$ cat src/rtl/alu_operand_loader.sv
// Operand/opcode loader and result capture stage for the 4-bit board ALU.
// Optional build macro LOADER_DEBOUNCE_EN adds a DB_CYCLES debounce window on both buttons.

module alu_operand_loader_btn #(
    parameter int DB_CYCLES = 1000
) (
    input  logic clk,
    input  logic rst_n,
    input  logic i_btn,
    output logic o_pulse
);

    logic [1:0] r_sync;
    logic       r_lvl;

`ifdef LOADER_DEBOUNCE_EN
    localparam int CW = (DB_CYCLES > 2) ? $clog2(DB_CYCLES) : 1;

    logic [CW-1:0] r_cnt;
    logic          r_lvl_d;

    // Level only follows the synchronized button after DB_CYCLES consecutive disagreeing cycles
    always_ff @(posedge clk or negedge rst_n) begin
        if (!rst_n) begin
            r_sync  <= 2'b00;
            r_lvl   <= 1'b0;
            r_lvl_d <= 1'b0;
            r_cnt   <= '0;
        end else begin
            r_sync  <= {r_sync[0], i_btn};
            r_lvl_d <= r_lvl;
            if (r_sync[1] != r_lvl) begin
                if (r_cnt == CW'(DB_CYCLES - 1)) begin
                    r_lvl <= r_sync[1];
                    r_cnt <= '0;
                end else begin
                    r_cnt <= r_cnt + CW'(1);
                end
            end else begin
                r_cnt <= '0;
            end
        end
    end

    assign o_pulse = r_lvl & ~r_lvl_d;
`else
    // Two-flop synchronizer plus a delayed copy for edge detection
    always_ff @(posedge clk or negedge rst_n) begin
        if (!rst_n) begin
            r_sync <= 2'b00;
            r_lvl  <= 1'b0;
        end else begin
            r_sync <= {r_sync[0], i_btn};
            r_lvl  <= r_sync[1];
        end
    end

    assign o_pulse = r_sync[1] & ~r_lvl;
`endif

endmodule

module alu_operand_loader #(
    parameter int W         = 4,
    parameter int OP_W      = 3,
    parameter int DB_CYCLES = 1000
) (
    input  logic            clk,
    input  logic            rst_n,
    input  logic [W-1:0]    sw_data,
    input  logic [OP_W-1:0] sw_op,
    input  logic            btn_step,
    input  logic            btn_clear,
    output logic [W-1:0]    alu_a,
    output logic [W-1:0]    alu_b,
    output logic [OP_W-1:0] alu_op,
    input  logic [W-1:0]    alu_res,
    output logic [W-1:0]    res_q,
    output logic            res_valid,
    output logic [2:0]      state_o,
    output logic [7:0]      exec_cnt
);

    typedef enum logic [2:0] {
        S_A    = 3'd0,
        S_B    = 3'd1,
        S_OP   = 3'd2,
        S_EXEC = 3'd3,
        S_DONE = 3'd4
    } state_t;

    state_t          r_state;
    state_t          w_state_nx;
    logic            w_step_p;
    logic            w_clear_p;
    logic            w_ld_a;
    logic            w_ld_b;
    logic            w_ld_op;
    logic            w_cap;
    logic            w_rel;
    logic            w_clr;
    logic [W-1:0]    r_sw_data_m;
    logic [W-1:0]    r_sw_data_q;
    logic [OP_W-1:0] r_sw_op_m;
    logic [OP_W-1:0] r_sw_op_q;
    logic [W-1:0]    r_alu_a;
    logic [W-1:0]    r_alu_b;
    logic [OP_W-1:0] r_alu_op;
    logic [W-1:0]    r_res_q;
    logic            r_res_valid;
    logic [7:0]      r_exec_cnt;

    alu_operand_loader_btn #(.DB_CYCLES(DB_CYCLES)) u_step (
        .clk     (clk),
        .rst_n   (rst_n),
        .i_btn   (btn_step),
        .o_pulse (w_step_p)
    );

    alu_operand_loader_btn #(.DB_CYCLES(DB_CYCLES)) u_clear (
        .clk     (clk),
        .rst_n   (rst_n),
        .i_btn   (btn_clear),
        .o_pulse (w_clear_p)
    );

    // Switch synchronizers
    always_ff @(posedge clk or negedge rst_n) begin
        if (!rst_n) begin
            r_sw_data_m <= '0;
            r_sw_data_q <= '0;
            r_sw_op_m   <= '0;
            r_sw_op_q   <= '0;
        end else begin
            r_sw_data_m <= sw_data;
            r_sw_data_q <= r_sw_data_m;
            r_sw_op_m   <= sw_op;
            r_sw_op_q   <= r_sw_op_m;
        end
    end

    // Next-state and datapath enables; clear overrides any step in the same cycle
    always_comb begin
        w_state_nx = r_state;
        w_ld_a     = 1'b0;
        w_ld_b     = 1'b0;
        w_ld_op    = 1'b0;
        w_cap      = 1'b0;
        w_rel      = 1'b0;
        w_clr      = 1'b0;
        if (w_clear_p) begin
            w_clr      = 1'b1;
            w_state_nx = S_A;
        end else begin
            case (r_state)
                S_A: begin
                    if (w_step_p) begin
                        w_ld_a     = 1'b1;
                        w_state_nx = S_B;
                    end else begin
                        w_state_nx = S_A;
                    end
                end
                S_B: begin
                    if (w_step_p) begin
                        w_ld_b     = 1'b1;
                        w_state_nx = S_OP;
                    end else begin
                        w_state_nx = S_B;
                    end
                end
                S_OP: begin
                    if (w_step_p) begin
                        w_ld_op    = 1'b1;
                        w_state_nx = S_EXEC;
                    end else begin
                        w_state_nx = S_OP;
                    end
                end
                S_EXEC: begin
                    w_cap      = 1'b1;
                    w_state_nx = S_DONE;
                end
                S_DONE: begin
                    if (w_step_p) begin
                        w_rel      = 1'b1;
                        w_state_nx = S_A;
                    end else begin
                        w_state_nx = S_DONE;
                    end
                end
                default: w_state_nx = S_A;
            endcase
        end
    end

    // State register
    always_ff @(posedge clk or negedge rst_n) begin
        if (!rst_n) begin
            r_state <= S_A;
        end else begin
            r_state <= w_state_nx;
        end
    end

    // Operand, opcode and result registers
    always_ff @(posedge clk or negedge rst_n) begin
        if (!rst_n) begin
            r_alu_a     <= '0;
            r_alu_b     <= '0;
            r_alu_op    <= '0;
            r_res_q     <= '0;
            r_res_valid <= 1'b0;
        end else if (w_clr) begin
            r_alu_a     <= '0;
            r_alu_b     <= '0;
            r_alu_op    <= '0;
            r_res_q     <= '0;
            r_res_valid <= 1'b0;
        end else begin
            if (w_ld_a) begin
                r_alu_a <= r_sw_data_q;
            end
            if (w_ld_b) begin
                r_alu_b <= r_sw_data_q;
            end
            if (w_ld_op) begin
                r_alu_op <= r_sw_op_q;
            end
            if (w_cap) begin
                r_res_q     <= alu_res;
                r_res_valid <= 1'b1;
            end else if (w_rel) begin
                r_res_valid <= 1'b0;
            end
        end
    end

    // Execution counter survives clear and wraps naturally
    always_ff @(posedge clk or negedge rst_n) begin
        if (!rst_n) begin
            r_exec_cnt <= 8'd0;
        end else if (w_cap) begin
            r_exec_cnt <= r_exec_cnt + 8'd1;
        end
    end

    assign alu_a     = r_alu_a;
    assign alu_b     = r_alu_b;
    assign alu_op    = r_alu_op;
    assign res_q     = r_res_q;
    assign res_valid = r_res_valid;
    assign state_o   = r_state;
    assign exec_cnt  = r_exec_cnt;

endmodule

$ cat config.mk
export PLATFORM = sky130hd
export DESIGN_NAME = alu_operand_loader
export DESIGN_NICKNAME = d
export VERILOG_FILES = /design/src/rtl/alu_operand_loader.sv
export SDC_FILE = /design/constraint.sdc
export NUM_CORES = 1
export LEC_CHECK = 0
export ABC_AREA = 1
export ABC_CLOCK_PERIOD_IN_PS = 1500
export BUFFER_PORTS_ARGS = -buffer_cell sky130_fd_sc_hd__buf_2
export CORE_UTILIZATION = 49
export DETAILED_ROUTE_END_ITERATION = 6
export MAX_ROUTING_LAYER = met4
export PLACE_DENSITY_LB_ADDON = 0.25
export RECOVER_POWER = 50
export SYNTH_ARGS = -nofsm -noshare
export SYNTH_HDL_FRONTEND = slang
export SYNTH_SLANG_ARGS = --single-unit
$ cat constraint.sdc
create_clock -name clk -period 1.5 [get_ports clk]
set_input_delay 0.075 -clock clk [delete_from_list [all_inputs] [get_ports clk]]
set_output_delay 0.075 -clock clk [all_outputs]
set_load 0.02 [all_outputs]
==> run_results.csv <==
group,metric,value,unit
yosys,postSynthAreaPerCell,10.0,µm²
power,p_leak,1.26,nW
yosys,ys_seq_elements,47,
route,highest_layer,"met4",
yosys,postSynth.asyncResetShare,1.00,
setup_path,cp_top_family,"flip-flops",
setup_path,crit_slowest_cell,"dfrtp_1",
sta,finalCriticalPeriod,1.24,ns
yosys,synth.cell_area,0.00183,mm²
setup_path,slowest_delay,0.43,ns
global_route,antenna_found_initial,0,
yosys,yosysWarnings,0,
clock_tree,cts_tree,"done",
yosys,synth.distinct_cells,21,
route,wl_met1,1470,µm
final_layout,fillCellCount,284,
setup_path,start_kind,"flop",
clock_tree,clock-sinks,47,
sta,period_share,0.827,
sta,slew_viol_final,0,
route,dr_wl_met2,1460,µm
global_route,first_global_vias,1287,
power,switching_share,0.297,
sta,hold_violations,0,
global_route,grt-ovfl-total,0,
yosys,synth-edff-count,0,
final_layout,post_route_cells_drive_above_1_share,0.249,
yosys,synth_top_area_share,0.643,
clock_tree,ctsRootBufferMaster,"clkbuf_8",
power,p_per_area,1180,mW/mm²
final_layout,area_growth,26.7,%
setup_path,cp-startpoint,"state_o[2]",
final_layout,stdcell_count,291,
power,combPwrFrac,0.197,
route,totalWireLength,3120,µm
sta,worst_slack,0.259,ns
clock_tree,clkLatencyLatePin,0.29,ns
global_route,grt_pass1_wl,5630,µm
floorplan,ios,42,
setup_path,critPathArrivalTime,1.42,ns
clock_tree,post_cts_buffers,0,
floorplan,initial_core_util,0.531,
placement,numPlacedInstances,269,
job,drv_cap,0,
route,drc_errors,0,
route,dr.first_iter.drc_count,76,
route,antenna_left,0,
setup_path,criticalPathCategory,"flop to flop",
global_route,grt_usage,0.191,
final_layout,final_common_cell,"nand2_1",
yosys,synth_nets,198,
final_layout,diodes,0,
power,total_power,0.00273,W
sta,worstMarginPinSlew,1.03,ns
sta,setup_viol_count_final,0,
route,via_per_inst,4.61,
run_status,status,"completed",
route,dr.pass1.iters,4,
floorplan,die_w,63.1,µm
route,routedWlPerCell,10.7,µm
floorplan,num_rows,21,
power,power_switching,0.000809,W
placement,gp_congestion,0.853,
setup_path,worstPathRequired,1.68,ns
power,max-vdd-ir-drop,1.01,mV
hold_path,hp-class,"flop to flop",
final_layout,final_cell_mix,"nand2_1, dfrtp_1, buf_2",
clock_tree,cts.clk_slew.worst_paths,0.08,ns
setup_path,path_max_fanout,14,
floorplan,die_h,63.1,µm
sta,worst_clock_skew,0.00378,ns
sta,fin_tns_setup,0,ns
setup_path,cp-end-kind,"flop",
placement,dpl.hpwl,2150,µm
placement,portBuffers,41,
final_layout,fin_nets,260,
power,seqPwrFrac,0.549,
yosys,ys_top_cells_by_area,"dfrtp_1, nand2_1, nand3_1, inv_1, nor2_1",
route,wl_met3,146,µm
yosys,ys_seq_area_frac,0.643,
power,clockPowerShare,0.254,
power,internal_power,0.00192,W
hold_path,holdCritStartpoint,"r_sw_op_m[2]",
yosys,ys.flop_type,"dfrtp_1",
clock_tree,clk_path_buf_depth,2,
placement,pre_cts_ws,0.284,ns
sta,rsz0062_at_grt,"no",
setup_path,crit_buf_inv,2,
yosys,yosysTopAreaCell,"dfrtp_1",
route,vias,1342,
floorplan,die-area,0.00398,mm²
global_route,grt_max_degree,30,
setup_path,worstPathCellList,"inv_2, nand3_4, nor2_8, inv_2, nand2_1, o21ai_1",
yosys,netlist_instances,182,
setup_path,crit_top_cell,"inv_2",
floorplan,core,0.00344,mm²
sta,relSlewSlack,0.313,
clock_tree,h-tree-depth,2,
setup_path,reg2reg_from,"state_o[2]",
sta,max_freq,0.806,GHz
clock_tree,cts_made_buffers,5,
==> path summary, 6_finish.rpt <==
path | end | slack (ns) | cells past startpoint
hold reg to reg | r_sw_op_q[2] | 0.35 | 0
hold / removal | r_sw_op_q[2] | 0.35 | 0
setup reg to reg | exec_cnt[2] | 0.26 | 6
min in group asynchronous | alu_b[0] | 0.47 | 2
setup / recovery | exec_cnt[2] | 0.26 | 6
max in group asynchronous | r_sw_data_q[3] | 0.34 | 3
==> registers in the layout (all words and copies together), names as in the netlist, 2 cells and up <==
| register | flops |
|---|---|
| r_sw_data_m | 4 |
| alu_a | 4 |
| res_q | 4 |
| r_sw_data_q | 4 |
| u_clear.r_sync | 2 |
| exec_cnt | 8 |
| state_o | 3 |
| r_sw_op_m | 3 |
| alu_b | 4 |
| alu_op | 3 |
| u_step.r_sync | 2 |
| r_sw_op_q | 3 |
==> final cells by class <==
type,instances,area [µm²],share of cell area
clock inverter,1,5.00,0.00216
tap,46,57.6,0.0249
multi-input combinational,115,562,0.243
clock buffer,7,76.3,0.0330
timing repair buffer,57,372,0.160
inverter,18,67.6,0.0292
sequential,47,1180,0.508
==> metrics by stage <==
step	hold WS, ns	instance area [µm²]	util
finish	0.347	2320	0.673
global route	0.348	2320	0.673
CTS	0.252	2320	0.673
detailed placement	0.0394	2100	0.609
global placement	0.0408	2100	0.609
floorplan	-0.221	1830	-
==> synthesized netlist by cell type (2+ instances only) <==
library cell and count:
dfrtp_1 47, xor2_1 3, nor2_4 2, nor2_1 13
inv_1 15, nand3_1 15, inv_2 3, a21oi_1 3
nand2_1 68, nand3_2 2
==> layer usage <==
layer  global-route usage  up-vias
met5                    -        -
met4               0.0785        0
met3               0.0453        5
met2                0.298       36
met1                0.240      616
li1                     -      685
==> power groups by stage <==
stage               combinational, W  sequential, W  clock [W]
floorplan                   0.000205        0.00163          0
global placement            0.000506        0.00152          0
detailed placement          0.000509        0.00152          0
CTS                         0.000539        0.00150   0.000718
global route                0.000592        0.00152   0.000774
finish                      0.000536        0.00150   0.000694
==> timing repair <==
item / CTS / global route
gates resized for setup: 0 / 0
hold buffers: 14 / 0
endpoints found under the hold margin: 31 / 0
==> cells by family after synthesis <==
logic type / synth area share
AOI/OAI and AO/OA: 0.0109
and+or+nand+nor: 0.270
DFF: 0.643
buffers and inverters: 0.0493
xor gates and xnor gates: 0.0192
adders and majority gates: 0.00684
No activity file was read; power rests on OpenSTA's default activity.
